[src/rtl/wb_write_queue.sv]
// Write-back queue feeding the register file's single write port: merges ALU and
// memory results into one registered write per cycle and flags pending writes to decode.
module wb_write_queue #(
  parameter int DEPTH   = 4,
  parameter bit DROP_R0 = 1'b1
) (
  input  logic                     clk,
  input  logic                     reset,
  input  logic                     mem_valid,
  input  logic [4:0]               mem_addr,
  input  logic [31:0]              mem_data,
  input  logic                     alu_valid,
  input  logic [4:0]               alu_addr,
  input  logic [31:0]              alu_data,
  output logic                     in_ready,
  output logic [4:0]               writeAddress,
  output logic [31:0]              writeData,
  output logic                     writeEnable,
  input  logic [4:0]               query_addr0,
  input  logic [4:0]               query_addr1,
  output logic                     pending0,
  output logic                     pending1,
  output logic                     overflow_err,
  output logic [$clog2(DEPTH):0]   dbgCount
);

  localparam int PW = $clog2(DEPTH);
  localparam int CW = PW + 1;

  // Handshake: a producer result transfers on any cycle where its valid is high
  // and in_ready is high; in_ready guarantees room for two results that cycle.
  // Valid while in_ready is low is a protocol violation: dropped and flagged sticky.

  logic [4:0]       addrMem [DEPTH];
  logic [31:0]      dataMem [DEPTH];
  logic [DEPTH-1:0] entValid;
  logic [DEPTH-1:0] entValidNext;
  logic [PW-1:0]    rdPtr;
  logic [PW-1:0]    wrPtr;
  logic [PW-1:0]    wrPtrPlus1;
  logic [CW-1:0]    count;

  logic             memAcc;
  logic             aluAcc;
  logic [1:0]       numAcc;
  logic [1:0]       pushCount;
  logic             fifoEmpty;
  logic             pop;
  logic             bypass;
  logic [4:0]       firstAddr;
  logic [31:0]      firstData;
  logic [4:0]       push0Addr;
  logic [31:0]      push0Data;

  assign in_ready = (count <= CW'(DEPTH - 2));
  assign dbgCount = count;

  assign memAcc = mem_valid && in_ready && !(DROP_R0 && (mem_addr == 5'd0));
  assign aluAcc = alu_valid && in_ready && !(DROP_R0 && (alu_addr == 5'd0));

  always_comb begin
    numAcc     = {1'b0, memAcc} + {1'b0, aluAcc};
    fifoEmpty  = (count == '0);
    pop        = !fifoEmpty;
    bypass     = fifoEmpty && (memAcc || aluAcc);
    wrPtrPlus1 = wrPtr + PW'(1);
    // mem is the older of two simultaneous results, so it goes first
    firstAddr  = memAcc ? mem_addr : alu_addr;
    firstData  = memAcc ? mem_data : alu_data;
    pushCount  = bypass ? (numAcc - 2'd1) : numAcc;
    push0Addr  = bypass ? alu_addr : firstAddr;
    push0Data  = bypass ? alu_data : firstData;
  end

  always_comb begin
    entValidNext = entValid;
    if (pop) entValidNext[rdPtr] = 1'b0;
    if (pushCount != 2'd0) entValidNext[wrPtr] = 1'b1;
    if (pushCount == 2'd2) entValidNext[wrPtrPlus1] = 1'b1;
  end

  // Entry storage needs no reset; occupancy is tracked by entValid.
  always_ff @(posedge clk) begin
    if (pushCount != 2'd0) begin
      addrMem[wrPtr] <= push0Addr;
      dataMem[wrPtr] <= push0Data;
    end
    if (pushCount == 2'd2) begin
      addrMem[wrPtrPlus1] <= alu_addr;
      dataMem[wrPtrPlus1] <= alu_data;
    end
  end

  always_ff @(posedge clk) begin
    if (reset) begin
      count        <= '0;
      rdPtr        <= '0;
      wrPtr        <= '0;
      entValid     <= '0;
      writeEnable  <= 1'b0;
      writeAddress <= 5'd0;
      writeData    <= 32'd0;
      overflow_err <= 1'b0;
    end else begin
      count    <= count + CW'(pushCount) - CW'(pop);
      rdPtr    <= rdPtr + PW'(pop);
      wrPtr    <= wrPtr + PW'(pushCount);
      entValid <= entValidNext;
      if (pop) begin
        writeEnable  <= 1'b1;
        writeAddress <= addrMem[rdPtr];
        writeData    <= dataMem[rdPtr];
      end else if (bypass) begin
        writeEnable  <= 1'b1;
        writeAddress <= firstAddr;
        writeData    <= firstData;
      end else begin
        writeEnable  <= 1'b0;
      end
      if ((mem_valid || alu_valid) && !in_ready) overflow_err <= 1'b1;
    end
  end

  // Stall indication only: queued entries plus the write being presented now.
  always_comb begin
    pending0 = writeEnable && (writeAddress == query_addr0);
    pending1 = writeEnable && (writeAddress == query_addr1);
    for (int i = 0; i < DEPTH; i++) begin
      if (entValid[i] && (addrMem[i] == query_addr0)) pending0 = 1'b1;
      if (entValid[i] && (addrMem[i] == query_addr1)) pending1 = 1'b1;
    end
    if (DROP_R0 && (query_addr0 == 5'd0)) pending0 = 1'b0;
    if (DROP_R0 && (query_addr1 == 5'd0)) pending1 = 1'b0;
  end

endmodule

[config.mk]
export PLATFORM = sky130hd
export DESIGN_NAME = wb_write_queue
export DESIGN_NICKNAME = d
export VERILOG_FILES = /design/src/rtl/wb_write_queue.sv
export SDC_FILE = /design/constraint.sdc
export NUM_CORES = 1
export LEC_CHECK = 0
export ABC_AREA = 1
export CELL_PAD_IN_SITES_DETAIL_PLACEMENT = 0
export CELL_PAD_IN_SITES_GLOBAL_PLACEMENT = 1
export CORE_MARGIN = 3
export CORE_UTILIZATION = 45
export DETAILED_ROUTE_END_ITERATION = 8
export PLACE_DENSITY_LB_ADDON = 0.1
export SETUP_SLACK_MARGIN = 0.1
export SLEW_MARGIN = 5
export SYNTH_ARGS = -nofsm -noshare
export SYNTH_HDL_FRONTEND = slang
export SYNTH_SLANG_ARGS = --single-unit
export TNS_END_PERCENT = 30
[constraint.sdc]
create_clock -name clk -period 11.3 [get_ports clk]
set_input_delay 2.26 -clock clk [delete_from_list [all_inputs] [get_ports clk]]
set_output_delay 2.26 -clock clk [all_outputs]
set_load 0.02 [all_outputs]
==> impl_metrics.json <==
{
  "status": "finished, final reports clean",
  "seqCellArea_um2": 5450,
  "cts.sinks": 198,
  "fin_ws_ns": 4.65,
  "die_h_um": 172,
  "wl_mm": 41.7,
  "core_area_um2": 27000,
  "cts.path.max_buffers": 2,
  "worst_pin_slew_ns": 1.21,
  "synthCells": 1749,
  "io_buffers": 132,
  "rows": 60,
  "reg2reg_to": "addrMem[3][4]$_DFFE_PP_",
  "r2r_start": "dbgCount[1]$_SDFF_PP0_",
  "async_flop_share_pct": 0,
  "track_usage_pct": 28.3,
  "synth.distinct_cells": 26,
  "die_w_um": 172,
  "ys_warn_count": 0,
  "cts-root-buf": "clkbuf_16",
  "powerDensity_nw_per_um2": 286,
  "cts_tree": "done",
  "ant_nets": 0,
  "antennaDiodeCount": 0,
  "place_ws_ns": 4.23,
  "syn_nets": 1843,
  "end_kind": "flip-flop",
  "dr.pass1.iters": 5,
  "multiInputGateArea_um2": 5810,
  "power_switching_w": 0.00187,
  "crit_type": "input port to flip-flop",
  "die_area_um2": 29500,
  "synth_top_area_share_pct": 35.9,
  "finalClockSkew_ns": 0.0171,
  "overflow": 0,
  "p_sw_share_pct": 45.5,
  "rsz0062_at_grt": "false",
  "dp_hpwl_mm": 25.3,
  "slew-limit-headroom_pct": 19.3,
  "synthesis.area_um2": 12400,
  "seqPwrFrac_pct": 34.5,
  "fmax_mhz": 150,
  "worstPathBufferInverterCount": 6,
  "grt_antenna_before_repair": 0,
  "grt_start_max_net_pins": 76,
  "yosysTopAreaCell": "edfxtp_1",
  "numCtsBuffers": 17,
  "hold_viol_final": 0,
  "drive_gt1_share_pct": 4.23,
  "comb_power_share_pct": 49.7,
  "fillerInstances": 2649,
  "ios": 133,
  "initial_core_util_pct": 45.9,
  "cpPeakStageDelay_ns": 0.72,
  "crit_end": "addrMem[2][2]$_DFFE_PP_",
  "internal_power_w": 0.00224,
  "power.share.clock_pct": 15.8,
  "syn_area_per_cell_um2": 7.07,
  "ff2ff_path_depth": 16,
  "crit_start": "mem_addr[0]",
  "fin_crit_sh_pct": 58.9,
  "vias": 12300,
  "areaGrowthSynthToFinish_pct": 16.3,
  "nets": 1900,
  "drt_iter0_markers": 1193,
  "hold_buffers": 0,
  "drcViolationCount": 0,
  "period_needed_ns": 6.65,
  "crit_fanout": 75,
  "ys_ff_latch": 198,
  "cts_resized": 0,
  "crit_cells": 15,
  "synth_area_leaders": "edfxtp_1, nand2_1, nand3_1",
  "vias_per_cell": 5.68,
  "clock_latency_ns": 0.45,
  "leakage_nw": 6.28,
  "crit_required_ns": 11.60,
  "startpoint_type": "input port",
  "r2r_setup_slack_ns": 6.06,
  "clk_pin_slew_ns": 0.09,
  "peakVddDrop_uv": 137,
  "finalMaxSlewViolations": 0,
  "place_congestion": 0.892,
  "wire_per_inst_um": 19.3,
  "seq_area_frac_synth_pct": 44.0,
  "synth_edf_count": 148,
  "critPathArrivalTime_ns": 6.96,
  "grt_pass1_vias": 11400,
  "synthFlopType": "edfxtp_1",
  "setup-violations-final": 0,
  "critPathTopFamily": "buffers and inverters",
  "cts_setup_buffers": 0,
  "cp_slowest_cell": "buf_4",
  "path_cells": "clkdlybuf4s50_1 -> nor2_1 -> nand3_2 -> buf_4 -> nand3_2 -> buf_4 -> ha_1 -> inv_1 -> nand2_1 -> nand2_2 -> nand3_2 -> buf_4 -> inv_2 -> nand2_1 -> nand2_1",
  "maxCapViolCount": 0,
  "final.setup.tns_ns": 0,
  "min_path_type": "flip-flop to flip-flop",
  "power_w": 0.00411,
  "grt_pass1_wl_mm": 64.9,
  "htree_levels": 4
}
==> synthesized netlist by cell type, types with 2 or more instances <==
library cell,number
nor2_1,118
ha_1,5
nor3_1,3
nand3_1,382
buf_2,35
inv_2,7
clkbuf_1,53
xor2_1,5
inv_1,157
o21ai_0,19
edfxtp_1,148
nand2_2,2
nand4_1,108
a21oi_1,79
nand3_2,3
buf_1,13
buf_4,13
dfxtp_1,50
nand2_1,542
==> routing by layer <==
layer	vias to the layer above	global-route usage (%)	share of wire (%)
met3	56	4.16	7.7
met5	-	0	0
met2	532	47.5	48
li1	5973	-	-
met4	0	6.98	1.7
met1	5708	38.9	43
==> how the worst min path moves through the flow <==
stage | from | endpoint | slack, ns | depth (start not counted)
6_report | overflow_err$_SDFFE_PP0P_ | overflow_err$_SDFFE_PP0P_ | 0.49 | 2
2_1_floorplan | entValid[3]$_SDFF_PP0_ | entValid[3]$_SDFF_PP0_ | 0.46 | 2
5_1_grt | overflow_err$_SDFFE_PP0P_ | overflow_err$_SDFFE_PP0P_ | 0.53 | 2
3_5_place_dp | overflow_err$_SDFFE_PP0P_ | overflow_err$_SDFFE_PP0P_ | 0.47 | 2
4_1_cts | overflow_err$_SDFFE_PP0P_ | overflow_err$_SDFFE_PP0P_ | 0.50 | 2
3_3_place_gp | overflow_err$_SDFFE_PP0P_ | overflow_err$_SDFFE_PP0P_ | 0.46 | 2
==> power by group through the flow <==
stage	Combinational (W)	Sequential, W	Clock (W)
3_3_place_gp	0.00201	0.00143	0
6_report	0.00204	0.00142	0.000648
5_1_grt	0.00228	0.00145	0.000684
3_5_place_dp	0.00203	0.00144	0
2_1_floorplan	0.00133	0.00145	0
4_1_cts	0.00204	0.00142	0.000658
==> worst register-to-register path: cells and delay by family, from the launching register on <==
family	cells	cell delay, ns
AOI/OAI and AO/OA	2	0.46
adders and majority gates	1	0.22
buffers and inverters	7	2.70
DFF	1	0.41
and+or+nand+nor	6	1.10
==> state kept, by name, indices dropped and copies added, names as in the netlist, 2 cells and up <==
signal and cells:
dataMem 128, writeData 32, addrMem 20, writeAddress 5, entValid 4, dbgCount 3, rdPtr 2, wrPtr 2
==> metrics by stage <==
stage               instances  hold WS (ns)  utilization [%]  instance area (um^2)
global placement         2128         0.459             51.1                 13800
CTS                      2160         0.496             53.4                 14400
global route             2160         0.528             53.4                 14400
floorplan                1749         0.464                -                 12400
finish                   2160         0.487             53.4                 14400
detailed placement       2128         0.470             51.1                 13800
==> area by class of cell <==
class / count / share of cell area (%)
tap: 341 / 2.97
multi-input combinational: 1272 / 40.4
inverter: 165 / 4.31
timing repair buffer: 152 / 10.2
sequential: 198 / 37.9
clock buffer: 18 / 2.98
clock inverter: 14 / 1.25
==> logic make-up (layout without fill, tap and decap cells) <==
kind of cell	count (synthesis)	count (layout)	share of synthesized area (%)
and+or+nand+nor	1161	1161	41.6
DFF	198	198	44.0
xor gates and xnor gates	6	6	0.425
adders and majority gates	6	6	0.668
buffers and inverters	279	349	9.22
AOI/OAI and AO/OA	99	99	4.02
==> layout by cell type, fill, tap and decap left out, drive strengths merged <==
master,Yosys,routed
inv,164,174
a31oi,1,1
or2,2,2
xnor2,1,1
clkinv,1,2
nor3,3,3
clkbuf,53,18
nand4,108,108
bufinv,0,2
fa,1,1
clkinvlp,0,1
a21oi,79,79
nand2,544,544
nor2,119,119
clkdlybuf4s50,0,130
ha,5,5
edfxtp,148,148
dfxtp,50,50
nand3,385,385
buf,61,22
xor2,5,5
o21ai,19,19
(Power assumes the default switching activity.)
